### config.mk
export PLATFORM = sky130hd
export DESIGN_NAME = router_fsm
export DESIGN_NICKNAME = d
export VERILOG_FILES = /design/src/rtl/router_fsm.sv
export SDC_FILE = /design/constraint.sdc
export NUM_CORES = 1
export LEC_CHECK = 0
export CAP_MARGIN = 20
export CELL_PAD_IN_SITES_DETAIL_PLACEMENT = 0
export CELL_PAD_IN_SITES_GLOBAL_PLACEMENT = 1
export CORE_ASPECT_RATIO = 1.2
export CORE_MARGIN = 3
export CORE_UTILIZATION = 28
export CTS_BUF_LIST = sky130_fd_sc_hd__clkbuf_2 sky130_fd_sc_hd__clkbuf_4 sky130_fd_sc_hd__clkbuf_8
export CTS_CLUSTER_DIAMETER = 60
export DETAILED_ROUTE_END_ITERATION = 10
export MAX_ROUTING_LAYER = met4
export PLACE_DENSITY = 0.82
export SLEW_MARGIN = 20
export SYNTH_ARGS = -nofsm -noshare
export SYNTH_HDL_FRONTEND = slang
export SYNTH_SLANG_ARGS = --single-unit
### constraint.sdc
create_clock -name clk -period 3.7 [get_ports clk]
set_input_delay 0.37 -clock clk [delete_from_list [all_inputs] [get_ports clk]]
set_output_delay 0.37 -clock clk [all_outputs]
set_load 0.05 [all_outputs]
### src/rtl/router_fsm.sv
// Packet-flow controller for the 1x3 router: decodes the destination from the header,
// sequences header/payload/parity loading and stalls the source while the FIFO is busy.
module router_fsm (
    input  logic       clk,
    input  logic       reset,
    input  logic       pkt_valid,
    input  logic [1:0] data_in,
    input  logic       fifo_full,
    input  logic       fifo_empty_0,
    input  logic       fifo_empty_1,
    input  logic       fifo_empty_2,
    input  logic       soft_reset_0,
    input  logic       soft_reset_1,
    input  logic       soft_reset_2,
    input  logic       parity_done,
    input  logic       low_pkt_valid,
    output logic       detect_add,
    output logic       lfd_state,
    output logic       ld_state,
    output logic       laf_state,
    output logic       full_state,
    output logic       write_enb_reg,
    output logic       rst_int_reg,
    output logic       busy,
    output logic [1:0] dest_addr
);

    localparam int unsigned ADDR_W = 2;
    localparam logic [ADDR_W-1:0] ADDR_INVALID = ADDR_W'(3);

    typedef enum logic [2:0] {
        DECODE_ADDRESS     = 3'd0,
        LOAD_FIRST_DATA    = 3'd1,
        LOAD_DATA          = 3'd2,
        LOAD_PARITY        = 3'd3,
        FIFO_FULL_STATE    = 3'd4,
        LOAD_AFTER_FULL    = 3'd5,
        WAIT_TILL_EMPTY    = 3'd6,
        CHECK_PARITY_ERROR = 3'd7
    } state_t;

    state_t            state;
    state_t            state_nxt;
    logic [ADDR_W-1:0] sel_addr;
    logic              empty_sel;
    logic              soft_sel;
    logic              hdr_ok;

    // While decoding, the live header picks the FIFO; afterwards the latched address does.
    always_comb begin
        sel_addr = (state == DECODE_ADDRESS) ? data_in : dest_addr;
        hdr_ok   = pkt_valid && (data_in != ADDR_INVALID);
        case (sel_addr)
            2'd0:    empty_sel = fifo_empty_0;
            2'd1:    empty_sel = fifo_empty_1;
            2'd2:    empty_sel = fifo_empty_2;
            default: empty_sel = 1'b0;
        endcase
        case (dest_addr)
            2'd0:    soft_sel = soft_reset_0;
            2'd1:    soft_sel = soft_reset_1;
            2'd2:    soft_sel = soft_reset_2;
            default: soft_sel = 1'b0;
        endcase
    end

    always_ff @(posedge clk) begin
        if (reset) begin
            state     <= DECODE_ADDRESS;
            dest_addr <= '0;
        end else begin
            state <= state_nxt;
            if (state == DECODE_ADDRESS && hdr_ok) begin
                dest_addr <= data_in;
            end
        end
    end

    // Next-state and Moore output decode; a soft reset of the selected FIFO wins.
    always_comb begin
        state_nxt     = state;
        detect_add    = 1'b0;
        lfd_state     = 1'b0;
        ld_state      = 1'b0;
        laf_state     = 1'b0;
        full_state    = 1'b0;
        write_enb_reg = 1'b0;
        rst_int_reg   = 1'b0;
        busy          = 1'b1;

        case (state)
            DECODE_ADDRESS: begin
                detect_add = 1'b1;
                busy       = 1'b0;
                if (hdr_ok) state_nxt = empty_sel ? LOAD_FIRST_DATA : WAIT_TILL_EMPTY;
            end
            WAIT_TILL_EMPTY: begin
                if (empty_sel) state_nxt = LOAD_FIRST_DATA;
            end
            LOAD_FIRST_DATA: begin
                lfd_state = 1'b1;
                state_nxt = LOAD_DATA;
            end
            LOAD_DATA: begin
                ld_state      = 1'b1;
                write_enb_reg = 1'b1;
                busy          = 1'b0;
                if (fifo_full)       state_nxt = FIFO_FULL_STATE;
                else if (!pkt_valid) state_nxt = LOAD_PARITY;
            end
            FIFO_FULL_STATE: begin
                full_state = 1'b1;
                if (!fifo_full) state_nxt = LOAD_AFTER_FULL;
            end
            LOAD_AFTER_FULL: begin
                laf_state     = 1'b1;
                write_enb_reg = 1'b1;
                if (parity_done)        state_nxt = DECODE_ADDRESS;
                else if (low_pkt_valid) state_nxt = LOAD_PARITY;
                else                    state_nxt = LOAD_DATA;
            end
            LOAD_PARITY: begin
                write_enb_reg = 1'b1;
                state_nxt     = CHECK_PARITY_ERROR;
            end
            CHECK_PARITY_ERROR: begin
                rst_int_reg = 1'b1;
                state_nxt   = fifo_full ? FIFO_FULL_STATE : DECODE_ADDRESS;
            end
            default: begin
                state_nxt = DECODE_ADDRESS;
            end
        endcase

        if (soft_sel) state_nxt = DECODE_ADDRESS;
    end

endmodule

Word level (Yosys, flattened, before mapping)

Index checks and enable logic that the tools add are counted.

Register bits after elaboration: 5
Latch bits: 0
RAM bits: 0
Memory bits (read-only): 0
Bits of input ports: 14
Output and inout bits: 10
Word-level logic and storage cells: 48
Memories kept: 0

$add $sub $neg: 0
$mul: 0
Div/mod/pow operators: 0
Magnitude comparators: 0
Equal/unequal tests: 16
Shifts and indexed selects: 0
Mux-type cells: 21
Bitwise logic cells: 0
Reduce and logical (&&, ||, !) cells: 9

Operators with widths:

| kind                 | count |
|---|---|
| $pmux W3 S8          | 1 |
| $mux W3              | 7 |
| $eq A3 B3 Y1 const B | 4 |
| $mux W1              | 9 |
| $ne A2 B2 Y1 const B | 4 |
| $eq A3 B2 Y1 const B | 2 |
| $pmux W1 S3          | 2 |
| $eq A2 B1 Y1 const B | 2 |
| $eq A2 B2 Y1 const B | 2 |
| $logic_not A2 Y1     | 2 |
| $mux W2              | 2 |
| $reduce_and A4 Y1    | 1 |
| $reduce_or A2 Y1     | 2 |
| $eq A3 B1 Y1 const B | 1 |
| $logic_not A3 Y1     | 1 |
| $ne A3 B3 Y1 const B | 1 |
| $reduce_or A3 Y1     | 1 |
| $logic_and A1 B1 Y1  | 2 |

Depth between registers and ports, before layout

Depth after elaboration: 7
Gate-level depth with buffers: 6

Worst setup path before layout

Ideal clock, no wire load.

Kind: reg2out
Start: register state[0]
End: output write_enb_reg
Arrival time: 1.533 ns
Path slack: 1.797 ns
Cell stages (with the launch flop): 5
Buffers on the path: 1
Cells stage by stage: dfxtp_1 > buf_6 > nor2b_1 > and2_1 > nand2b_1

Cells in the longest elaborated chain, start to end: 3
Elaborated cells between the ends (all ways): 5

Ends and longest elaborated chain:

| element                                      | line | text |
|---|---|---|
| from (decl)                                  | 42   | `state_t state;` |
| from (signal assigned)                       | 72   | `state <= state_nxt;` |
| $eq A3 B3 Y1 or $eq A3 B2 Y1 (tied branches) | 91   | `case (state)` |
| $reduce_or A3 Y1 (no source line) *          | -    |  |
| $mux W1 *                                    | 91   |  |
| to (decl)                                    | 22   | `output logic write_enb_reg,` |

Every way passes the cells marked *; elsewhere a longest branch is shown, timed or not.

Worst setup path in the final report

Same ends and word-level chain as after synthesis.

==> impl.org <==
** Floorplanning
- Width of the chip :: 44.2 um
- Initial core utilization :: 0.318
- The die covers 0.00229 mm^2.
- I/O pin cnt :: 24
- The initialized floorplan defines 15 standard-cell rows.
- The total area inside the core boundary comes to 0.00154 mm^2.
- In this run the vertical extent of the chip is 51.8 um.

** Yosys
- The synthesized netlist occupies a cell area of 489 um^2.
- Simple logic cell fraction of the synthesized area :: 0.335
- Of the post-synthesis cell area, the dominant cell type holds 0.205.
- The netlist uses 32 different library cells.
- Combinational family with the most area after synthesis :: simple AND/OR/NAND/NOR gates
- During synthesis, Yosys emitted a total of 0 warnings.
- Counting every net in the synthesized netlist gives 74.
- Mean cell area of the mapped netlist :: 8.15 um^2
- Post-synthesis adder-cell area fraction :: 0
- For this run, the register share of the synthesized area comes to 0.205.
- Area contributors post-synth :: sky130_fd_sc_hd__dfxtp_1, sky130_fd_sc_hd__mux2i_1, sky130_fd_sc_hd__nand3b_1
- Counting every instance in the synthesized netlist gives 60.
- sky130_fd_sc_hd__dfxtp_1 takes more of the synthesized area than any other cell.
- After synthesis the netlist holds a flip-flop and latch count of 5.
- Synth Area in XOR/XNOR :: 0
- After synthesis, the share of cell area in mux cells is 0.0844.
- The synthesized-area fraction occupied by ao, oa, aoi and oai cells came to 0.294.

** Placement
- GPL Wtd Cong :: 0.784
- Buffers on Ports :: 23
- Once detailed placement completed, the half-perimeter wirelength came to 972 um.

** GRT
- The number of antenna violations at the first check in global routing was 0.
- Residual overflow from global routing :: 0
- The first global-routing pass estimated 2120 um of wire.
- Global-route total usage across every layer :: 0.124
- Entering global routing, the biggest net connects 14 pins.
- The via count of the first global-routing pass came to 512.

** Pwr
- Fraction of power consumed by sequential logic :: 0.201
- Internal power comes to 0.000229 W.
- Logic gate share of total power :: 0.641
- Switch share :: 0.476
- Proportion of power drawn by the clock network :: 0.158
- Worst IR Drop VDD :: 346 uV
- Static leakage :: 0.283 nW
- Dividing total power by cell area gives a power density of 579 mW/mm^2.
- The analysis attributes to net switching a power of 0.000208 W.

** Run
- Number of maximum-capacitance violations :: 0

** Drt
- In this run the remaining antenna-violating nets after routing total 0.
- The first routing iteration left 11 violations.
- Length of the first detailed-routing pass in iterations :: 4
- Number of vias in the routed layout :: 535
- Post-detailed-route via-to-cell ratio :: 5.25
- Aggregate routed wire length :: 1170 um
- DRC violations left :: 0
- In the final routed layout, each cell accounts on average for 11.5 um.

** Clock tree
- Number of buffers between clock root and the deepest sink :: 2
- Number of buffers added by the clock tree synthesis step :: 3
- Clock insertion delay at the later pin of the skew report :: 0.24 ns
- Number of gates given a new drive strength after cts :: 0
- Master cell of the clock root buffer :: sky130_fd_sc_hd__clkbuf_4
- Counting every sink on the clock net gives 5.
- After clock tree synthesis, the clock-pin slew on the worst setup and hold paths is 0.04 ns.
- Number of levels the H-tree was split into :: 1
- Clock tree from TritonCTS :: done
- Count of hold buffers inserted by post-cts repair :: 0
- Buffers added to address setup during post-CTS repair amount to 0.

** Cells and area
- Once layout is complete, the utilization of the core stands at 0.490.
- Commonest cells after routing, fill and taps aside :: sky130_fd_sc_hd__clkdlybuf4s50_1, sky130_fd_sc_hd__nor2_1, sky130_fd_sc_hd__dfxtp_1
- For this run, the post-layout net count is 100.
- Relative to the synthesized area, the layout overhead comes to 54.2%.
- Number of diodes added for antenna fixing :: 0
- Layout cells sized above 1 :: 0.153
- Leaving out fill and tap cells, the most frequent cell in the layout is sky130_fd_sc_hd__clkdlybuf4s50_1.
- Number of fillers in the final layout :: 164

** Critical path
- The critical path is of the register to output pin type.
- Launching element type of the critical path :: register
- On the critical path, the stage with the largest delay is an instance of sky130_fd_sc_hd__clkdlybuf4s50_1.
- Data on the critical path arrives at its endpoint at 1.97 ns.
- Series of cell instances along the critical path :: nor2b_1, and2_1, nand2b_1, clkdlybuf4s50_1
- In this design, the stage delay of the slowest critical-path cell is 0.79 ns.
- Of all nets on the critical path, the largest fanout is 9.
- Critical path required time :: 3.33 ns
- STA classifies the critical path endpoint as an output pin.

** Timing
- Setup repair after global routing left no endpoint under its margin.
- Clock period minus final worst setup slack :: 2.34 ns
- Clock skew after layout :: 0.00372 ns
- Max Clock Freq :: 428 MHz
- The number of failing hold endpoints at the final stage is 0.
- The final number of max-transition violations was 0.
- Setup violations remaining at the end of the flow were counted as 0.
- Transition time at the pin with the least slew margin :: 0.509 ns
- Max-slew headroom at the worst pin :: 0.659
- Post-route clock period utilization :: 0.632
- Setup TNS :: 0 ns

** Outcome
- Result of the run :: completed

** Hold path
- Worst hold-check path type :: register to register
## state kept, by name, summed over array words and instances (netlist names)
signal     cells
state          3
dest_addr      2
## power groups by stage
stage               Clock [W]  Sequential [W]  Combinational [W]
CTS                 0.0000726       0.0000879           0.000282
global placement            0       0.0000892           0.000281
global route        0.0000743       0.0000915           0.000302
finish              0.0000691       0.0000879           0.000280
detailed placement          0       0.0000887           0.000281
floorplan                   0       0.0000880           0.000205
## cells in the mapped netlist
| master | instances |
|---|---|
| sky130_fd_sc_hd__a211oi_1 | 1 |
| sky130_fd_sc_hd__a21bo_2 | 1 |
| sky130_fd_sc_hd__a21oi_1 | 2 |
| sky130_fd_sc_hd__a311oi_2 | 1 |
| sky130_fd_sc_hd__a31oi_1 | 2 |
| sky130_fd_sc_hd__and2_1 | 2 |
| sky130_fd_sc_hd__and3_1 | 1 |
| sky130_fd_sc_hd__buf_2 | 1 |
| sky130_fd_sc_hd__buf_6 | 1 |
| sky130_fd_sc_hd__clkinv_4 | 1 |
| sky130_fd_sc_hd__dfxtp_1 | 5 |
| sky130_fd_sc_hd__inv_1 | 4 |
| sky130_fd_sc_hd__mux2_2 | 1 |
| sky130_fd_sc_hd__mux2i_1 | 3 |
| sky130_fd_sc_hd__nand2_1 | 2 |
| sky130_fd_sc_hd__nand2b_1 | 3 |
| sky130_fd_sc_hd__nand3b_1 | 4 |
| sky130_fd_sc_hd__nor2_1 | 5 |
| sky130_fd_sc_hd__nor2b_1 | 4 |
| sky130_fd_sc_hd__nor3_1 | 1 |
| sky130_fd_sc_hd__nor3b_1 | 1 |
| sky130_fd_sc_hd__nor4b_1 | 1 |
| sky130_fd_sc_hd__o211ai_1 | 2 |
| sky130_fd_sc_hd__o211ai_4 | 1 |
| sky130_fd_sc_hd__o21a_1 | 1 |
| sky130_fd_sc_hd__o21ai_0 | 2 |
| sky130_fd_sc_hd__o221a_2 | 1 |
| sky130_fd_sc_hd__o221ai_1 | 1 |
| sky130_fd_sc_hd__o22ai_1 | 1 |
| sky130_fd_sc_hd__o31a_1 | 1 |
| sky130_fd_sc_hd__or2_2 | 2 |
| sky130_fd_sc_hd__or3_4 | 1 |
## cells by family after synthesis
group | Yosys count
AND/OR/NAND/NOR | 27
AO/OA/AOI/OAI | 17
buffers and inverters | 7
flip-flops | 5
multiplexers | 4
## per-stage QoR
stage	total power (W)	setup WS, ns	std cells	hold WS (ns)	cell area [um^2]
after floorplan	0.000293	1.80	60	0.449	489
after global placement	0.000371	1.63	98	0.651	724
after detailed placement	0.000369	1.61	98	0.639	724
after CTS	0.000443	1.35	102	0.649	754
after global routing	0.000468	1.23	102	0.669	754
final	0.000437	1.36	102	0.641	754
## worst max-delay path, delay by kind of cell, from the launching register on
kind                   cells  cell delay (ns)
buffers and inverters      1             0.79
flip-flops                 1             0.47
AND/OR/NAND/NOR            3             0.46
## per-layer routing
metal	GRT usage	part of all wire	vias up
li1	-	-	275
met1	0.138	0.42	234
met2	0.204	0.47	24
met3	0.0311	0.10	2
met4	0.0603	0.0051	0
met5	-	0	-
## layout make-up
| cell class | count | area [um^2] | share of cell area |
|---|---|---|---|
| multi-input combinational | 48 | 349 | 0.463 |
| inverter | 5 | 23.8 | 0.0315 |
| clock buffer | 4 | 30.0 | 0.0398 |
| tap | 17 | 21.3 | 0.0282 |
| sequential | 5 | 100 | 0.133 |
| timing repair buffer | 23 | 230 | 0.305 |
## path summary, 6_finish.rpt
check          startpoint       endpoint  slack (ns)  cells after the start
max reg2reg      state[0]       state[1]        2.19                      5
max              state[0]  write_enb_reg        1.36                      4
min          dest_addr[1]   dest_addr[1]        0.64                      2
min reg2reg  dest_addr[1]   dest_addr[1]        0.64                      2
(Power assumes the default switching activity.)
